==> config.mk <==
export PLATFORM = sky130hd
export DESIGN_NAME = lut_access_arbiter
export DESIGN_NICKNAME = d
export VERILOG_FILES = /design/src/rtl/lut_access_arbiter.sv
export SDC_FILE = /design/constraint.sdc
export NUM_CORES = 1
export LEC_CHECK = 0
export CAP_MARGIN = 25
export CORE_MARGIN = 10
export CORE_UTILIZATION = 32
export CTS_BUF_LIST = sky130_fd_sc_hd__clkbuf_16
export DETAILED_ROUTE_END_ITERATION = 16
export HOLD_SLACK_MARGIN = 0.12
export PLACE_DENSITY = 0.78
export SYNTH_ARGS = -nofsm -noshare
export SYNTH_HDL_FRONTEND = slang
export SYNTH_SLANG_ARGS = --single-unit
==> constraint.sdc <==
create_clock -name clock -period 1.6 [get_ports clock]
set_clock_uncertainty 0.05 [all_clocks]
set_input_delay 0.32 -clock clock [delete_from_list [all_inputs] [get_ports clock]]
set_output_delay 0.32 -clock clock [all_outputs]
set_load 0.03 [all_outputs]
==> src/rtl/lut_access_arbiter.sv <==
// lut_access_arbiter
//   Shares one single-port 32-bit coefficient LUT (registered address and
//   registered output, MEM_LATENCY cycles) between NUM_REQ read requesters
//   using round-robin arbitration. Responses are steered back only to the
//   requester that issued them. A host reload is sequenced through a
//   RUN -> DRAIN -> LOAD -> RUN state machine.
//
//   Optional feature macro: LUT_ARB_ADDR_CHECK_EN
//     Adds the addr_err output. Reads at or above DEPTH are granted but
//     skip the RAM and return zero; writes at or above DEPTH are dropped.
//     Either case sets the sticky addr_err flag.
//
// Ports
//   clock, rst_n            clock, asynchronous active-low reset
//   rd_req / rd_addr        per-requester request and packed address
//   rd_gnt                  one-hot grant, combinational in the request cycle
//   rsp_valid / rsp_data    one-hot response strobe and LUT word
//   load_req / load_ack     host reload handshake (level)
//   wr_valid/wr_addr/wr_data host write, honoured only while load_ack is high
//   mem_*                   LUT address/data/rden/wren/q
//   busy                    any read in flight
//   addr_err                sticky out-of-range flag (macro builds only)
module lut_access_arbiter #(
    parameter int NUM_REQ     = 4,
    parameter int ADDR_WIDTH  = 12,
    parameter int DEPTH       = 3072,
    parameter int MEM_LATENCY = 2
) (
    input  logic                          clock,
    input  logic                          rst_n,
    input  logic [NUM_REQ-1:0]            rd_req,
    input  logic [NUM_REQ*ADDR_WIDTH-1:0] rd_addr,
    output logic [NUM_REQ-1:0]            rd_gnt,
    output logic [NUM_REQ-1:0]            rsp_valid,
    output logic [31:0]                   rsp_data,
    input  logic                          load_req,
    output logic                          load_ack,
    input  logic                          wr_valid,
    input  logic [ADDR_WIDTH-1:0]         wr_addr,
    input  logic [31:0]                   wr_data,
    output logic [ADDR_WIDTH-1:0]         mem_address,
    output logic [31:0]                   mem_data,
    output logic                          mem_rden,
    output logic                          mem_wren,
    input  logic [31:0]                   mem_q,
    output logic                          busy
`ifdef LUT_ARB_ADDR_CHECK_EN
    ,
    output logic                          addr_err
`endif
);

    localparam int IDX_W     = $clog2(NUM_REQ);
    localparam int TAG_DEPTH = 1 + MEM_LATENCY;
    localparam logic [IDX_W:0] NUM_REQ_W = (IDX_W+1)'(NUM_REQ);

    if (NUM_REQ < 2 || NUM_REQ > 8 || DEPTH < 1 || DEPTH > (1 << ADDR_WIDTH)) begin : g_param_check
        $error("lut_access_arbiter: parameter out of range");
    end

    typedef enum logic [1:0] {RUN, DRAIN, LOAD} state_t;
    state_t state, state_nxt;

    logic [IDX_W-1:0]      rr_ptr;
    logic                  gnt_any;
    logic [IDX_W-1:0]      gnt_idx;
    logic [IDX_W:0]        cand;
    logic [ADDR_WIDTH-1:0] gnt_addr;
    logic                  arb_en;
    logic                  rd_issue;
    logic                  wr_take;

    logic                  tag_v   [TAG_DEPTH];
    logic [IDX_W-1:0]      tag_idx [TAG_DEPTH];

    // No grant in the cycle load_req is seen, so DRAIN never gains new reads.
    assign arb_en   = (state == RUN) && !load_req;
    assign load_ack = (state == LOAD);

    // Round-robin search starting one past the last winner; the candidate
    // never exceeds 2*NUM_REQ-1, so a single wrap subtraction suffices.
    always_comb begin
        gnt_any = 1'b0;
        gnt_idx = '0;
        cand    = '0;
        for (int unsigned k = 1; k <= NUM_REQ; k++) begin
            cand = {1'b0, rr_ptr} + (IDX_W+1)'(k);
            if (cand >= NUM_REQ_W) begin
                cand = cand - NUM_REQ_W;
            end
            if (arb_en && !gnt_any && rd_req[cand[IDX_W-1:0]]) begin
                gnt_any = 1'b1;
                gnt_idx = cand[IDX_W-1:0];
            end
        end
    end

    always_comb begin
        rd_gnt   = '0;
        gnt_addr = '0;
        if (gnt_any) begin
            rd_gnt[gnt_idx] = 1'b1;
        end
        for (int unsigned i = 0; i < NUM_REQ; i++) begin
            if (gnt_idx == IDX_W'(i)) begin
                gnt_addr = rd_addr[i*ADDR_WIDTH +: ADDR_WIDTH];
            end
        end
    end

`ifdef LUT_ARB_ADDR_CHECK_EN
    localparam logic [ADDR_WIDTH:0] DEPTH_W = (ADDR_WIDTH+1)'(DEPTH);
    logic rd_oor;
    logic wr_oor;
    logic tag_oor [TAG_DEPTH];
    assign rd_oor   = ({1'b0, gnt_addr} >= DEPTH_W);
    assign wr_oor   = ({1'b0, wr_addr} >= DEPTH_W);
    assign rd_issue = gnt_any && !rd_oor;
    assign wr_take  = (state == LOAD) && wr_valid && !wr_oor;

    always_ff @(posedge clock or negedge rst_n) begin
        if (!rst_n) begin
            addr_err <= 1'b0;
        end else if ((gnt_any && rd_oor) || ((state == LOAD) && wr_valid && wr_oor)) begin
            addr_err <= 1'b1;
        end
    end

    always_ff @(posedge clock or negedge rst_n) begin
        if (!rst_n) begin
            for (int unsigned i = 0; i < TAG_DEPTH; i++) begin
                tag_oor[i] <= 1'b0;
            end
        end else begin
            tag_oor[0] <= rd_oor;
            for (int unsigned i = 1; i < TAG_DEPTH; i++) begin
                tag_oor[i] <= tag_oor[i-1];
            end
        end
    end
`else
    assign rd_issue = gnt_any;
    assign wr_take  = (state == LOAD) && wr_valid;
`endif

    // Tag pipeline tracks which requester owns each read in flight; its
    // last stage lines up with mem_q.
    always_ff @(posedge clock or negedge rst_n) begin
        if (!rst_n) begin
            for (int unsigned i = 0; i < TAG_DEPTH; i++) begin
                tag_v[i]   <= 1'b0;
                tag_idx[i] <= '0;
            end
        end else begin
            tag_v[0]   <= gnt_any;
            tag_idx[0] <= gnt_idx;
            for (int unsigned i = 1; i < TAG_DEPTH; i++) begin
                tag_v[i]   <= tag_v[i-1];
                tag_idx[i] <= tag_idx[i-1];
            end
        end
    end

    always_comb begin
        busy = 1'b0;
        for (int unsigned i = 0; i < TAG_DEPTH; i++) begin
            busy = busy | tag_v[i];
        end
    end

    always_comb begin
        rsp_valid = '0;
        rsp_data  = '0;
        if (tag_v[TAG_DEPTH-1]) begin
            rsp_valid[tag_idx[TAG_DEPTH-1]] = 1'b1;
            rsp_data = mem_q;
`ifdef LUT_ARB_ADDR_CHECK_EN
            if (tag_oor[TAG_DEPTH-1]) begin
                rsp_data = '0;
            end
`endif
        end
    end

    // Reads and writes come from disjoint states, so the RAM port never
    // sees both strobes at once; mem_address holds between accesses.
    always_ff @(posedge clock or negedge rst_n) begin
        if (!rst_n) begin
            mem_address <= '0;
            mem_data    <= '0;
            mem_rden    <= 1'b0;
            mem_wren    <= 1'b0;
        end else begin
            mem_rden <= rd_issue;
            mem_wren <= wr_take;
            if (rd_issue) begin
                mem_address <= gnt_addr;
            end else if (wr_take) begin
                mem_address <= wr_addr;
                mem_data    <= wr_data;
            end
        end
    end

    always_ff @(posedge clock or negedge rst_n) begin
        if (!rst_n) begin
            state  <= RUN;
            rr_ptr <= IDX_W'(NUM_REQ - 1);
        end else begin
            state <= state_nxt;
            if (gnt_any) begin
                rr_ptr <= gnt_idx;
            end
        end
    end

    // A write registered this cycle counts as pending, so LOAD is left only
    // once the RAM port is free of host traffic from the previous cycle.
    always_comb begin
        state_nxt = state;
        case (state)
            RUN:     if (load_req) state_nxt = DRAIN;
            DRAIN:   if (!busy) state_nxt = load_req ? LOAD : RUN;
            LOAD:    if (!load_req && !mem_wren) state_nxt = RUN;
            default: state_nxt = RUN;
        endcase
    end

endmodule

# Word-level counts from Yosys, hierarchy flattened
# Index checks and enable logic that the tools add are counted.
dict set report op_classes {
  n_lt_le_gt_ge 12
  bitwise 3
  add_sub_neg 8
  n_reduce_logical 22
  eq_ne 8
  mux 38
}
# operator count
set ops {}
lappend ops {{12-bit two-way mux} 6}
lappend ops {{32-bit two-way mux} 1}
lappend ops {{2-bit two-way mux} 12}
lappend ops {{2-bit by 3-bit < comparator with 1-bit output (second input constant)} 6}
lappend ops {{3-bit greater-or-equal comparator (second input constant)} 4}
lappend ops {{1-bit logical AND} 12}
lappend ops {{1-bit two-way mux} 10}
lappend ops {{1-bit binary-select mux with 2-bit select} 4}
lappend ops {{4-bit two-way mux} 2}
lappend ops {{2-bit by 1-bit subtractor with 2-bit output (second input constant)} 4}
lappend ops {{2-bit by 2-bit adder with 3-bit output (second input constant)} 2}
lappend ops {{2-bit equality test (second input constant)} 3}
lappend ops {{2-bit case mux with 3 select lines} 1}
lappend ops {{1-bit logical NOT} 5}
lappend ops {{1-bit demux with 2-bit select} 2}
lappend ops {{2-bit by 1-bit equality test with 1-bit output (second input constant)} 2}
lappend ops {{2-bit by 1-bit greater-or-equal comparator with 1-bit output (second input constant)} 2}
lappend ops {{2-bit logical NOT} 2}
lappend ops {{2-bit inequality test (second input constant)} 2}
lappend ops {{2-bit by 1-bit adder with 3-bit output (second input constant)} 1}
lappend ops {{2-bit by 3-bit adder with 3-bit output (second input constant)} 1}
lappend ops {{3-bit AND reduction} 1}
lappend ops {{2-bit by 1-bit inequality test with 1-bit output (second input constant)} 1}
lappend ops {{1-bit OR} 2}
lappend ops {{other kinds (3)} 3}
dict set report word_totals {
  regBits 58
  inputBits 132
  output_inout_bits 88
  word_cells 102
}

# Logic depth before layout (Yosys ltp)
dict set report depth {
  ltp_word 25
  ltp_mapped 8
  mapped_depth_nobuf 6
}

# Least setup slack after synthesis
# Ideal clock, no wire load.
dict set report synth_path {
  path_type {register -> output}
  startpoint {register rr_ptr[1]}
  endpoint {output rd_gnt[2]}
  required_time_ns 1.230
  slack_ns -0.541
  arrival_ns 1.771
  path_buffers 2
  stages_incl_launch_ff 9
  cell_sequence {dfstp_2 -> buf_6 -> mux2i_1 -> o22ai_1 -> a21o_1 -> buf_6 -> nand2_1 -> inv_2 -> nor2_1}
}
dict set report synth_between {
  elab_chain_cells 24
  word_cells_on_any_way 48
  classes_between {add/sub: 8; order compare: 6; mux: 23; reduce/logical: 11}
}
# item line
set synth_lines {}
lappend synth_lines {{from (decl)} 64} ;# logic [IDX_W-1:0] rr_ptr;
lappend synth_lines {{from (signal assigned)} 208} ;# rr_ptr <= IDX_W'(NUM_REQ - 1);
lappend synth_lines {{from (signal assigned)} 212} ;# rr_ptr <= gnt_idx;
lappend synth_lines {{2-bit by 1-bit adder with 3-bit output} 87} ;# cand = {1'b0, rr_ptr} + (IDX_W+1)'(k);
lappend synth_lines {{3-bit greater-or-equal comparator or 2-bit by 1-bit subtractor with 2-bit output (tied branches)} {88, 89}}
lappend synth_lines {{2-bit two-way mux} 88} ;# if (cand >= NUM_REQ_W) begin
lappend synth_lines {{1-bit binary-select mux with 2-bit select} 91} ;# if (arb_en && !gnt_any && rd_req[cand[IDX_W-1:0]]) begin
lappend synth_lines {{1-bit two-way mux (implied by the code)} 91}
lappend synth_lines {{1-bit logical AND} 91}
lappend synth_lines {{1-bit two-way mux} 91}
lappend synth_lines {{1-bit logical NOT} 91}
lappend synth_lines {{(+8 left out)} n/a}
lappend synth_lines {{1-bit logical AND (2 in a row)} 91}
lappend synth_lines {{2-bit two-way mux *} 91}
lappend synth_lines {{net gnt_idx[0]} 66} ;# logic [IDX_W-1:0] gnt_idx;
lappend synth_lines {{2-bit by 3-bit < comparator with 1-bit output (implied by the code) or 2-bit by 1-bit greater-or-equal comparator with 1-bit output (tied branches)} 102} ;# rd_gnt[gnt_idx] = 1'b1;
lappend synth_lines {{1-bit logical AND (implied by the code)} 102}
lappend synth_lines {{1-bit two-way mux (implied by the code)} 102}
lappend synth_lines {{1-bit demux with 2-bit select *} 102}
lappend synth_lines {{4-bit two-way mux *} 101} ;# if (gnt_any) begin
lappend synth_lines {{to (decl)} 33} ;# output logic [NUM_REQ-1:0] rd_gnt,
# The timed path passes the listed nets; every way through them passes the cells marked *. The select of a mux whose other input is x is not followed.

# Worst setup path after layout
dict set report layout_path {
  startpoint {register rr_ptr[1]}
  endpoint {output rd_gnt[0]}
}
dict set report layout_between {
  elab_chain_cells 24
  word_cells_on_any_way 48
  classes_between {add/sub: 8; order compare: 6; mux: 23; reduce/logical: 11}
}
# item line
set layout_lines {}
lappend layout_lines {{2-bit by 1-bit adder with 3-bit output} 87}
lappend layout_lines {{3-bit greater-or-equal comparator or 2-bit by 1-bit subtractor with 2-bit output (tied branches)} {88, 89}}
lappend layout_lines {{2-bit two-way mux} 88}
lappend layout_lines {{1-bit binary-select mux with 2-bit select} 91}
lappend layout_lines {{1-bit two-way mux (implied by the code)} 91}
lappend layout_lines {{1-bit logical AND} 91}
lappend layout_lines {{1-bit two-way mux} 91}
lappend layout_lines {{1-bit logical NOT} 91}
lappend layout_lines {{(+7 left out)} n/a}
lappend layout_lines {{1-bit logical NOT} 91}
lappend layout_lines {{1-bit logical AND (2 in a row)} 91}
lappend layout_lines {{2-bit two-way mux} 91}
lappend layout_lines {{2-bit by 3-bit < comparator with 1-bit output (implied by the code) or 2-bit by 1-bit greater-or-equal comparator with 1-bit output (tied branches)} 102}
lappend layout_lines {{1-bit logical AND (implied by the code)} 102}
lappend layout_lines {{1-bit two-way mux (implied by the code)} 102}
lappend layout_lines {{1-bit demux with 2-bit select} 102}
lappend layout_lines {{4-bit two-way mux *} 101}
# Mark *: on every way between the ends. The rest lies on a longest branch, timed or not. The select of a mux whose other input is x is not followed.

==> impl_metrics.env <==
export IMPL_htree_num_levels=3
export IMPL_avgRoutedWirePerCell_um=20.7
export IMPL_setup_viol=30
export IMPL_cts_inserted_buffers=9
export IMPL_critPathKind="reg -> out"
export IMPL_synth_edff_count=0
export IMPL_reg2reg_to="mem_address[4]"
export IMPL_clock_latency_ns=0.33
export IMPL_rsz0062_at_grt="yes"
export IMPL_cp_arrival_ns=1.87
export IMPL_synthFlopType="dfrtp_1"
export IMPL_worst_pin_slew_ns=0.451
export IMPL_synth_nets=478
export IMPL_setup_tns_final_ns=-8.49
export IMPL_ys_seq_area_share_pct=45.2
export IMPL_numPortBuffers=219
export IMPL_ys_ff_latch=58
export IMPL_crit_end="rd_gnt[0]"
export IMPL_clockBufferDepth=2
export IMPL_worstSetupStartpointType="register"
export IMPL_grt_pass1_vias=3938
export IMPL_initialDrtViolationCount=99
export IMPL_async_reset_ff_share_pct=100
export IMPL_cp_required_ns=1.23
export IMPL_worstReg2RegStart="rr_ptr[1]"
export IMPL_drive_above_1_share_pct=32.8
export IMPL_netlist_instances=346
export IMPL_gr_total_overflow=0
export IMPL_synth_cell_area_um2=3210
export IMPL_relSlewSlack_pct=69.7
export IMPL_violations="negative setup slack"
export IMPL_p_int_uw=6480
export IMPL_p_leak_uw=0.00311
export IMPL_yosys_warnings=0
export IMPL_worst_slack_ns=-0.644
export IMPL_critPathLaunch="rr_ptr[1]"
export IMPL_dpl_hpwl_um=11100
export IMPL_initial_core_util_pct=32.9
export IMPL_min_period_ns=2.24
export IMPL_fp_dieW_um=120
export IMPL_pwr_share_seq_pct=22.7
export IMPL_finalHoldViolCount=0
export IMPL_finalPower_uw=11300
export IMPL_num_vias=3590
export IMPL_globalplace_congestion=0.872
export IMPL_clk_pin_slew_worst_paths_ns=0.06
export IMPL_dr_pass1_iters=4
export IMPL_synth_cell_types=40
export IMPL_status="finished with violations"
export IMPL_drc_errors=0
export IMPL_hold_path_class="reg -> reg"
export IMPL_cts_tree="done"
export IMPL_drt_wl_total_um=15300
export IMPL_nNetsFinal=731
export IMPL_vias_per_cell=4.86
export IMPL_end_kind="primary output"
export IMPL_io_pins=220
export IMPL_power_density_nw_per_um2=1700
export IMPL_p_clk_share_pct=18.2
export IMPL_worstRegToRegCells=8
export IMPL_dieArea_um2=14500
export IMPL_switching_share_pct=42.4
export IMPL_fmax_mhz=446
export IMPL_drv_cap=0
export IMPL_crit_fanout=5
export IMPL_vdd_drop_max_mv=0.924
export IMPL_grt_pass1_wl_um=22400
export IMPL_p_sw_uw=4780
export IMPL_row_count=36
export IMPL_cts_sinks=58
export IMPL_cts_root_buf="clkbuf_16"
export IMPL_coreArea_um2=9770
export IMPL_reg2reg_slack_ns=-0.45
export IMPL_period_share_pct=140
export IMPL_grt_use_total_pct=19.7
export IMPL_grt_max_degree=59
export IMPL_power_frac_comb_pct=59.1
export IMPL_fp_dieH_um=120
export IMPL_antenna_left=0
export IMPL_antenna_found_initial=1
export IMPL_fin_hold_ws_ns=0.298
export IMPL_syn_area_per_cell_um2=9.29
export IMPL_area_delta_synth_final_pct=106
export IMPL_slew_violations=0
export IMPL_final_util_pct=67.7
metal layers:
layer	vias up	global-route usage [%]	wire, um
li1	1667	-	-
met1	1722	19.2	5360
met2	169	36.3	7900
met3	32	7.82	1460
met4	0	7.77	532
met5	-	0	0
power groups by stage:
stage	Sequential [uW]	Combinational, uW	Clock, uW
5_1_grt	2640	7030	2160
4_1_cts	2540	6360	2090
3_3_place_gp	2520	5930	0
6_report	2550	6650	2050
3_5_place_dp	2570	6030	0
2_1_floorplan	3540	2370	0
cell type report:
type | count | area, um^2
timing repair buffer | 265 | 2790
inverter | 16 | 65.1
sequential | 58 | 1460
fill | 725 | 3160
clock inverter | 7 | 93.8
clock buffer | 9 | 225
antenna | 1 | 2.50
tap | 133 | 166
multi-input combinational | 249 | 1820
critical path: stages (launching register included):
cell	delay [ns]
dfstp_2	0.60
mux2i_1	0.24
o22ai_2	0.11
a21o_4	0.23
nand2_8	0.11
and2_4	0.15
buf_6	0.12
flip-flops by register name (all words and copies together), names as in the netlist:
signal and flops:
mem_rden 1, rr_ptr 2, tag_v 2, mem_address 12, tag_idx 6, state 2
mem_wren 1, mem_data 32
synthesized netlist by cell type (5+ instances only):
master    number  area share [%]
nand2_1      109              13
and2_1        34             6.6
buf_6          6             2.1
and3_1        11             2.1
mux2i_1       14             4.4
dfrtp_1       56              44
o21ai_0        6            0.93
a211oi_1      20             4.7
nor2_1         5            0.58
buf_2          8             1.2
a211oi_2      20             7.8
clkbuf_1       7            0.82
inv_1         13             1.5
kinds of logic after synthesis:
family,count (synthesis),share of synthesized area [%]
AO/OA/AOI/OAI,60,17.0
buffers and inverters,39,6.89
flip-flops,58,45.2
multiplexers,14,4.36
AND/OR/NAND/NOR,175,26.5
cells in the final DEF, fill, tap and decap left out, types with 13 or more instances in the layout:
master             n
buf_6             38
dlygate4sd2_1     44
and2_4            33
nand2_1          107
a211oi_1          17
inv_1             13
clkdlybuf4s50_1  129
buf_12            18
a211oi_2          17
dfrtp_1           53
buf_4             30
worst min-delay path by stage:
stage               startpoint        endpoint  slack (ns)  cells past startpoint
floorplan                rst_n  mem_address[0]       -0.03                      0
global placement    tag_idx[4]      tag_idx[2]        0.28                      0
detailed placement  tag_idx[4]      tag_idx[2]        0.29                      0
CTS                 tag_idx[4]      tag_idx[2]        0.30                      0
global route        tag_idx[4]      tag_idx[2]        0.30                      0
finish              tag_idx[5]      tag_idx[3]        0.30                      0
through the flow:
stage	cell area, um^2	std cells	setup slack [ns]
finish	6620	738	-0.644
global route	6620	738	-0.701
CTS	6420	735	-0.642
detailed placement	5790	707	-0.716
global placement	5790	707	-0.634
floorplan	3270	346	-0.257
timing repair:
action                                 4_1_cts  5_1_grt
pin swaps                                    6       12
endpoints found under the hold margin       56        0
hold buffers                                 1        0
cloned                                       3        1
gates resized for setup                    109       54
setup endpoints to repair                  128       68
setup buffers                                8        5
No activity file was read; power rests on OpenSTA's default activity.
